--- config.mk ---
export PLATFORM = sky130hd
export DESIGN_NAME = seg7_scan_driver
export DESIGN_NICKNAME = d
export VERILOG_FILES = /design/src/rtl/seg7_pkg.sv /design/src/rtl/hex_to_seg7.sv /design/src/rtl/seg7_scan_driver.sv
export SDC_FILE = /design/constraint.sdc
export NUM_CORES = 1
export LEC_CHECK = 0
export BUFFER_PORTS_ARGS = -buffer_cell sky130_fd_sc_hd__buf_2
export CAP_MARGIN = 20
export CORE_ASPECT_RATIO = 0.75
export CORE_MARGIN = 2
export CORE_UTILIZATION = 38
export DETAILED_ROUTE_END_ITERATION = 10
export MAX_ROUTING_LAYER = met4
export SETUP_SLACK_MARGIN = 0.05
export SKIP_LAST_GASP = 1
export SLEW_MARGIN = 20
export SYNTH_ARGS = -nofsm -noshare
export SYNTH_HDL_FRONTEND = slang
export SYNTH_SLANG_ARGS = --single-unit
--- constraint.sdc ---
create_clock -name clk -period 1.9 [get_ports clk]
set_input_delay 0.095 -clock clk [delete_from_list [all_inputs] [get_ports clk]]
set_output_delay 0.095 -clock clk [all_outputs]
set_load 0.1 [all_outputs]
--- src/rtl/seg7_pkg.sv ---
`default_nettype none
// ============================================================================
// Module   : seg7_pkg
// Purpose  : Shared constants and helpers for the 7-segment scan driver:
//            hex font table, output polarity helpers, digit count bound.
// Ports    : (package, none)
// Revision : 1.0 - initial release
// ============================================================================
package seg7_pkg;

  // Largest digit count the scan driver is meant to be built with.
  localparam int MAX_DIGITS = 8;

  // Font, entry n at bits [7n+6:7n]; pattern bit0 = segment a ... bit6 = g.
  localparam logic [16*7-1:0] C_FONT = {
    7'h71, 7'h79, 7'h5E, 7'h39, 7'h7C, 7'h77, 7'h6F, 7'h7F,
    7'h07, 7'h7D, 7'h6D, 7'h66, 7'h4F, 7'h5B, 7'h06, 7'h3F
  };

  function automatic logic [6:0] font_of(input logic [3:0] nib);
    return C_FONT[nib*7 +: 7];
  endfunction

  // Convert a "1 = lit" pattern to pin level.
  function automatic logic [6:0] seg_pol(input logic [6:0] pat, input bit active_low);
    return active_low ? ~pat : pat;
  endfunction

  function automatic logic pol_bit(input logic on, input bit active_low);
    return active_low ? ~on : on;
  endfunction

endpackage
`default_nettype wire

--- src/rtl/hex_to_seg7.sv ---
`default_nettype none
// ============================================================================
// Module   : hex_to_seg7
// Purpose  : Combinational hex nibble to 7-segment pattern (1 = lit).
// Ports    : nibble  in  4   hex digit
//            pattern out 7   {g,f,e,d,c,b,a}
// Revision : 1.0 - initial release
// ============================================================================
module hex_to_seg7
  import seg7_pkg::*;
(
  input  logic [3:0] nibble,
  output logic [6:0] pattern
);

  assign pattern = font_of(nibble);

endmodule
`default_nettype wire

--- src/rtl/seg7_scan_driver.sv ---
`default_nettype none
// ============================================================================
// Module   : seg7_scan_driver
// Purpose  : Multiplexed 7-segment display scanner with shadow-buffered
//            loads, PWM brightness, leading-zero blanking, per-digit decimal
//            point and blink, and a one-cycle dead time per digit slot.
// Ports    : clk         in  1            system clock
//            rst         in  1            asynchronous active-high reset
//            value       in  4*DIGITS     hex nibbles, digit 0 least significant
//            dp          in  DIGITS       decimal point per digit
//            blink_en    in  DIGITS       per-digit blink enable
//            load        in  1            request shadow capture at frame wrap
//            brightness  in  BRIGHT_BITS  duty level, 0 = dark
//            blank_lz    in  1            suppress leading zeros
//            seg         out 7            {g,f,e,d,c,b,a}
//            seg_dp      out 1            decimal point segment
//            ca          out DIGITS       digit enables
//            frame_wrap  out 1            pulse on first cycle of digit 0
// Revision : 1.0 - initial release
// ============================================================================
module seg7_scan_driver
  import seg7_pkg::*;
#(
  parameter int DIGITS         = 3,
  parameter int DIV_BITS       = 14,
  parameter int BRIGHT_BITS    = 4,
  parameter int BLINK_BITS     = 5,
  parameter bit SEG_ACTIVE_LOW = 1'b1,
  parameter bit DIG_ACTIVE_LOW = 1'b1
) (
  input  logic                    clk,
  input  logic                    rst,
  input  logic [4*DIGITS-1:0]     value,
  input  logic [DIGITS-1:0]       dp,
  input  logic [DIGITS-1:0]       blink_en,
  input  logic                    load,
  input  logic [BRIGHT_BITS-1:0]  brightness,
  input  logic                    blank_lz,
  output logic [6:0]              seg,
  output logic                    seg_dp,
  output logic [DIGITS-1:0]       ca,
  output logic                    frame_wrap
);

  localparam int                IDXW      = (DIGITS > 1) ? $clog2(DIGITS) : 1;
  localparam logic [IDXW-1:0]   C_LAST    = IDXW'(DIGITS - 1);
  localparam logic [6:0]        C_SEG_OFF = SEG_ACTIVE_LOW ? 7'h7F : 7'h00;
  localparam logic              C_DP_OFF  = SEG_ACTIVE_LOW;
  localparam logic [DIGITS-1:0] C_CA_OFF  = DIG_ACTIVE_LOW ? {DIGITS{1'b1}} : {DIGITS{1'b0}};

  // Scan state
  logic [DIV_BITS-1:0]    r_presc;
  logic [IDXW-1:0]        r_idx;
  logic [BLINK_BITS-1:0]  r_blink;
  logic                   r_frame_wrap;

  // Shadow copy shown on the display; only changes at a frame boundary.
  logic                   r_pending;
  logic [4*DIGITS-1:0]    r_sh_value;
  logic [DIGITS-1:0]      r_sh_dp;
  logic [DIGITS-1:0]      r_sh_blink;

  // Registered pin drivers
  logic [6:0]             r_seg;
  logic                   r_seg_dp;
  logic [DIGITS-1:0]      r_ca;

  logic                   w_term;
  logic                   w_wrap;
  logic [BRIGHT_BITS-1:0] w_phase;
  logic [3:0]             w_nib;
  logic [6:0]             w_font;
  logic [DIGITS-1:0]      w_lz_blank;
  logic                   w_lz_seen_nz;
  logic                   w_on;
  logic                   w_seg_on;
  logic                   w_dp_on;
  logic [DIGITS-1:0]      w_ca_raw;

  assign w_term = &r_presc;
  assign w_wrap = w_term && (r_idx == C_LAST);

  // Prescaler, digit index, blink frame counter, frame pulse.
  always_ff @(posedge clk or posedge rst) begin
    if (rst) begin
      r_presc      <= '0;
      r_idx        <= '0;
      r_blink      <= '0;
      r_frame_wrap <= 1'b0;
    end else begin
      r_presc      <= r_presc + 1'b1;
      r_frame_wrap <= w_wrap;
      if (w_term) begin
        r_idx <= (r_idx == C_LAST) ? '0 : r_idx + 1'b1;
      end
      if (w_wrap) begin
        r_blink <= r_blink + 1'b1;
      end
    end
  end

  // Shadow capture happens only on the last cycle of a frame, so a frame
  // never mixes old and new digits. A load in that same cycle is honoured
  // directly; otherwise the request waits in r_pending.
  always_ff @(posedge clk or posedge rst) begin
    if (rst) begin
      r_pending  <= 1'b0;
      r_sh_value <= '0;
      r_sh_dp    <= '0;
      r_sh_blink <= '0;
    end else if (w_wrap) begin
      if (r_pending || load) begin
        r_sh_value <= value;
        r_sh_dp    <= dp;
        r_sh_blink <= blink_en;
      end
      r_pending <= 1'b0;
    end else if (load) begin
      r_pending <= 1'b1;
    end
  end

  // Leading-zero mask: walk from the top digit down; a digit stays blanked
  // until a nonzero nibble has been seen at or above it. Digit 0 is excluded.
  always_comb begin
    w_lz_blank   = '0;
    w_lz_seen_nz = 1'b0;
    for (int d = DIGITS - 1; d >= 1; d--) begin
      if (r_sh_value[4*d +: 4] != 4'h0) begin
        w_lz_seen_nz = 1'b1;
      end
      w_lz_blank[d] = blank_lz && !w_lz_seen_nz;
    end
  end

  assign w_nib   = r_sh_value[4*r_idx +: 4];
  assign w_phase = r_presc[DIV_BITS-1 -: BRIGHT_BITS];

  hex_to_seg7 u_font (
    .nibble  (w_nib),
    .pattern (w_font)
  );

  // Slot is active outside the dead cycle, inside the PWM window and not in
  // the blink-off half period. LZ blanking kills segments but keeps the dp.
  assign w_on     = (r_presc != '0) && (w_phase < brightness)
                    && !(r_sh_blink[r_idx] && r_blink[BLINK_BITS-1]);
  assign w_seg_on = w_on && !w_lz_blank[r_idx];
  assign w_dp_on  = w_on && r_sh_dp[r_idx];
  assign w_ca_raw = (w_seg_on || w_dp_on) ? (DIGITS'(1) << r_idx) : '0;

  always_ff @(posedge clk or posedge rst) begin
    if (rst) begin
      r_seg    <= C_SEG_OFF;
      r_seg_dp <= C_DP_OFF;
      r_ca     <= C_CA_OFF;
    end else begin
      r_seg    <= seg_pol(w_seg_on ? w_font : 7'h00, SEG_ACTIVE_LOW);
      r_seg_dp <= pol_bit(w_dp_on, SEG_ACTIVE_LOW);
      r_ca     <= DIG_ACTIVE_LOW ? ~w_ca_raw : w_ca_raw;
    end
  end

  assign seg        = r_seg;
  assign seg_dp     = r_seg_dp;
  assign ca         = r_ca;
  assign frame_wrap = r_frame_wrap;

endmodule
`default_nettype wire

==> Word-level counts from Yosys, hierarchy flattened <==
Cells that the tools add are included.
{ "totals": {"register_bits": 52, "inputBits": 26, "output_inout_bits": 12, "elab_cells": 57} }
{ "classes": {"add_sub_neg": 3, "mul": 1, "magnitude_cmp": 2, "eq_ne": 1, "n_shift": 3, "n_mux": 13, "bitwise": 3, "n_reduce_logical": 20} }
{ "op_table": {"columns": ["op", "n"], "rows": [
  ["$shiftx A112 B8 Y7 const A", 1],
  ["$add A14 B1 Y14 const B", 1],
  ["$reduce_and A14 Y1", 1],
  ["$reduce_bool A14 Y1", 1],
  ["$shiftx A12 B5 Y4", 1],
  ["$logic_and A1 B1 Y1", 8],
  ["$reduce_bool A4 Y1", 2],
  ["$mul A4 B3 Y7 const B", 1],
  ["$mux W1", 7],
  ["$mux W7", 1],
  ["$not A7 Y7", 1],
  ["$bmux W1 S2", 3],
  ["$add A5 B1 Y5 const B", 1],
  ["$logic_not A1 Y1", 4],
  ["$lt A4 B4 Y1", 1],
  ["$lt A2 B3 Y1 const B", 1],
  ["$mux W3", 1],
  ["$not A3 Y3", 1],
  ["$shl A1 B2 Y3 const A", 1],
  ["$add A2 B1 Y2 const B", 1],
  ["$eq A2 B2 Y1 const B", 1],
  ["$logic_or A1 B1 Y1", 2],
  ["$mux W2", 1],
  ["$reduce_and A2 Y1", 1],
  ["2 further kinds", 2]
]} }

==> Depth between registers and ports, before layout <==
{ "depth": {"ltp_word": 12, "mapped_depth": 9, "ltp_nobuf": 7} }

==> By module <==
Synthesis repeated with hierarchy kept, for this count alone.
{ "hier_totals": {"hier_cells": 221, "hier_area_um2": 2648.8} }
{ "by_module_without_submodules": {"columns": ["module", "instances", "cells_each", "area_each_um2", "seq_area_each_um2"], "rows": [
  ["seg7_scan_driver", 1, 188, 2361.0, 1315.0],
  ["hex_to_seg7", 1, 33, 287.8, 0.0]
]} }

==> Worst setup path before layout <==
OpenSTA, ideal clock, no wires.
{ "synth_timing": {"kind": "register -> register", "startpoint": "register r_idx[0]", "endpoint": "register r_seg[3] (netlist: seg[3])", "setup_ns": 0.099, "arrival_time_ns": 1.998, "t_required_ns": 1.801, "path_slack_ns": -0.197, "path_stages_with_launch": 9, "n_path_buf": 1, "period_less_slack_ns": 2.097, "cell_sequence": "dfrtp_1 -> buf_2 -> mux2i_1 -> a2bb2oi_1 -> inv_1 -> ha_1 -> and2_1 -> a211oi_1 -> o211ai_1"} }
{ "synth_via": {"elab_chain_len": 8, "word_cells_on_any_way": 14, "classes_between": "1 x mul; 2 x shift; 5 x mux; 1 x bitwise; 5 x reduce/logical"} }
{ "synth_rtl": {"columns": ["element", "line_no", "rtl"], "rows": [
  ["from (decl)", "seg7_scan_driver.sv:53", "logic [IDXW-1:0] r_idx;"],
  ["from (signal assigned)", "seg7_scan_driver.sv:94", "r_idx <= (r_idx == C_LAST) ? '0 : r_idx + 1'b1;"],
  ["parallel branches: the longest is 6 deep, another holds $mul A4 B3 Y7", null, null],
  ["$mux W7 (*)", "seg7_scan_driver.sv:158", "r_seg <= seg_pol(w_seg_on ? w_font : 7'h00, SEG_ACTIVE_LOW);"],
  ["$not A7 Y7 (*)", "seg7_pkg.sv:26", "return active_low ? ~pat : pat;"],
  ["to (signal assigned)", "seg7_scan_driver.sv:158", null],
  ["to (decl)", "seg7_scan_driver.sv:64", "logic [6:0] r_seg;"]
]} }
Every way passes the cells marked *. The select of a mux whose other input is x is not followed.
A chain may end at the register's enable or synchronous reset.

==> Final worst setup path <==
{ "layout_timing": {"startpoint": "register r_presc[1]", "endpoint": "register r_sh_value[8]"} }
{ "layout_via": {"elab_chain_len": 3} }
{ "layout_rtl": {"columns": ["element", "line_no", "rtl"], "rows": [
  ["from (decl)", "seg7_scan_driver.sv:52", "logic [DIV_BITS-1:0] r_presc;"],
  ["from (signal assigned)", "seg7_scan_driver.sv:91", "r_presc <= r_presc + 1'b1;"],
  ["$reduce_and A14 Y1", "seg7_scan_driver.sv:80", "assign w_term = &r_presc;"],
  ["$logic_and A1 B1 Y1", "seg7_scan_driver.sv:81", "assign w_wrap = w_term && (r_idx == C_LAST);"],
  ["$reduce_and A2 Y1 (no source line)", null, null],
  ["to (signal assigned)", "seg7_scan_driver.sv:113", "r_sh_value <= value;"],
  ["to (decl)", "seg7_scan_driver.sv:59", "logic [4*DIGITS-1:0] r_sh_value;"]
]} }
No other way between the ends.

==> qor.csv <==
stage,metric,value,unit
outcome,outcome,"finished, violations left",
outcome,violations,setup timing,
synth,synth_fp_nets,251,
finish,final_cells,368,
sta,timing.final.setup_violations,18,
synth,yosysMostFrequentCell,dfrtp_1,
sta,finalMaxSlewViolations,0,
finish,n_fill_cell,568,
detailed_routing,vias,1779,
placed_design,dp_hpwl,3454,um
finish,area_growth,30.98,%
detailed_routing,drc_errors,0,
synth,yosysTopAreaCellShare,40.00,%
placed_design,placed_cells,341,
clock_network,max-clock-path-buffers,2,
synth,synthFlopType,dfrtp_1,
floorplanning,die_h,75.15,um
critical_path,critPathSlowestCell,dfrtp_1,
grt,antenna_found_initial,0,
finish,antenna_cells,0,
critical_path,critPathLaunch,r_presc[1],
critical_path,crit_fanout,5,
grt,overflow,0,
grt,grt_usage,14.71,%
critical_path,path_buf_inv,1,
flow_run,drv_cap,0,
synth,synth-seq-cells,52,
floorplanning,row_count,25,
sta,post-route-min-period,1948,ps
critical_path,crit_required,2100,ps
sta,max_slew_margin,56.74,%
sta,setup_tns,-516.6,ps
synth,synthArstFlopShare,100.0,%
pwr,p_leak,1.603,nW
sta,fin_ws,-47.71,ps
finish,multi_input_comb_area,1247,um2
critical_path,path_depth,7,
detailed_routing,routedWlPerCell,14.15,um
clock_network,cts_made_buffers,5,
synth,postSynthCellCount,213,
critical_path,start_kind,register,
clock_network,cts_sinks,52,
detailed_routing,first_pass_iters,4,
critical_path,crit_chain,"ha_4, nand3_4, nor3_4, and3b_1, and2b_4, clkbuf_16, mux2_4",
floorplanning,die_w,98.87,um
synth,ys_seq_area_share,51.27,%
placed_design,port_buffers,37,
grt,grt_first_pass_wirelength,8211,um
sta,hold_viol_final,0,
synth,synth_common_cells,"dfrtp_1, nand2_1, ha_1",
synth,synth_area_leaders,"dfrtp_1, dfstp_2, ha_1",
floorplanning,dieArea,7430,um2
critical_path,timing.rr.start,r_presc[1],
clock_network,clk_latency,310,ps
sta,finClkSkew,3.759,ps
grt,grt_max_degree,53,
placed_design,placed_cell_area,2949,um2
synth,yosys_warnings,0,
critical_path,cpLargestDelayFamily,simple AND/OR/NAND/NOR gates,
sta,fmax,513.4,MHz
synth,synth.distinct_cells,43,
critical_path,reg2reg_depth,7,
clock_network,cts_root_buffer,clkbuf_8,
detailed_routing,drt-total-wl,5207,um
critical_path,slowest_delay,420,ps
sta,rsz0062_at_grt,yes,
worst_hold_path,hold_depth,2,
floorplanning,ios,38,
detailed_routing,vias_per_cell,4.834,
placed_design,place.gp.congestion,0.7919,
worst_hold_path,hp-class,in -> reg,
clock_network,path_clk_slew,90,ps
clock_network,cts_max_level,2,
sta,period_share,102.5,%
finish,design_area,3359,um2
finish,nets,324,
pwr,ir_drop,266.6,uV
synth,syn_avg_cell_area,12.04,um2
pwr,powerDensity,590.4,nW/um2
critical_path,critPathKind,reg -> reg,
floorplanning,start_util,40.00,%
detailed_routing,drtAntennaViolNets,0,
finish,drive_gt1_share,41.81,%
worst_hold_path,hp-start,blink_en[2],
finish,regArea,1316,um2
grt,grt_pass1_vias,1676,
synth,netlist_area,2565,um2
critical_path,crit_arrival,2150,ps
floorplanning,core-area,6412,um2
sta,worst_slew_pin_slew,648.8,ps
synth,yosysTopAreaCell,dfrtp_1,
detailed_routing,drtIter0Drc,118,
finish,final_util,52.39,%
clock_network,tritoncts,built,
synth,synth_edf_count,0,
critical_path,cp-end-kind,register,
[flip-flops by register name, indices dropped and copies added (netlist names), 2 cells and up]
| register | flops |
|---|---|
| r_sh_value | 12 |
| r_sh_blink | 3 |
| r_sh_dp | 3 |
| r_idx | 2 |
| r_presc | 14 |
| ca | 3 |
| r_blink | 5 |
| seg | 7 |
[repair_timing]
item	4_1_cts	5_1_grt
setup buffers	0	5
setup endpoints to repair	29	23
gates resized for setup	4	20
pin swaps	0	6
hold buffers	6	5
gates cloned	0	3
endpoints found under the hold margin	46	5
[cell usage in the layout (no fill, tap or decap), types with 5 or more instances in the layout]
| master | netlist | final |
|---|---|---|
| buf_2 | 1 | 37 |
| buf_4 | 0 | 22 |
| clkbuf_8 | 0 | 5 |
| dfrtp_1 | 41 | 40 |
| dfstp_2 | 11 | 11 |
| dlygate4sd3_1 | 0 | 11 |
| ha_1 | 12 | 11 |
| inv_1 | 8 | 7 |
| mux2_4 | 10 | 18 |
| nand2_1 | 14 | 14 |
| nand3_1 | 11 | 11 |
| nand4_1 | 7 | 7 |
| nor2_1 | 11 | 11 |
| xnor2_1 | 10 | 10 |
| xor2_1 | 6 | 6 |
[path summary, 6_finish.rpt]
path                                 end  slack [ps]
min reg2reg                   r_blink[3]         480
max reg2reg                r_sh_value[8]         -50
min                        r_sh_blink[2]          20
max                        r_sh_value[8]         -50
min in group asynchronous     r_blink[4]         480
max in group asynchronous       r_idx[0]         930
[cell families (layout without fill, tap and decap cells)]
family,Yosys count,in the layout,share of synthesized area [%]
AO/OA/AOI/OAI,24,24,6.488
XOR/XNOR,16,16,5.463
adder cells (fa/ha/maj),12,12,5.854
buffers and inverters,17,91,3.756
flip-flops,52,52,51.27
multiplexers,27,27,13.02
AND/OR/NAND/NOR,65,65,14.15
[per-layer routing]
| layer | up-vias | GRT usage, % | routed length, um |
|---|---|---|---|
| li1 | 896 | - | - |
| met1 | 843 | 21.76 | 2734 |
| met2 | 33 | 19.59 | 2206 |
| met3 | 7 | 2.878 | 192 |
| met4 | 0 | 5.936 | 74 |
| met5 | - | - | 0 |
[through the flow]
stage	worst slack, ps	total power, mW	hold WS, ps
after floorplan	-82.77	1.191	243.1
after global placement	-6.307	1.230	313.9
after detailed placement	-41.24	1.230	312.6
after CTS	-13.96	2.002	0.1357
after global routing	-134.2	2.071	3.172
final	-47.71	1.984	15.43
[report_power, final]
part / total [mW] / leakage, nW / switching [mW] / internal (mW)
combinational: 0.110 / 0.882 / 0.0677 / 0.0423
clock: 0.759 / 0.0541 / 0.369 / 0.390
sequential: 1.11 / 0.666 / 0.000747 / 1.11
total: 1.98 / 1.60 / 0.438 / 1.55
[cell type report]
cell class,instances,share of cell area [%]
multi-input cells,144,37.13
repair buffers,75,16.46
well taps,81,3.017
clock buffers,5,2.048
inverters,8,0.8939
clock inverters,3,1.266
flip-flops and latches,52,39.18
[worst reg2reg max path, stage by stage (launching register included)]
cell and delay (ps):
dfrtp_1 420, ha_4 180, nand3_4 100, nor3_4 220, and3b_1 210, and2b_4 250, clkbuf_16 180, mux2_4 290
No activity file was read; power rests on OpenSTA's default activity.
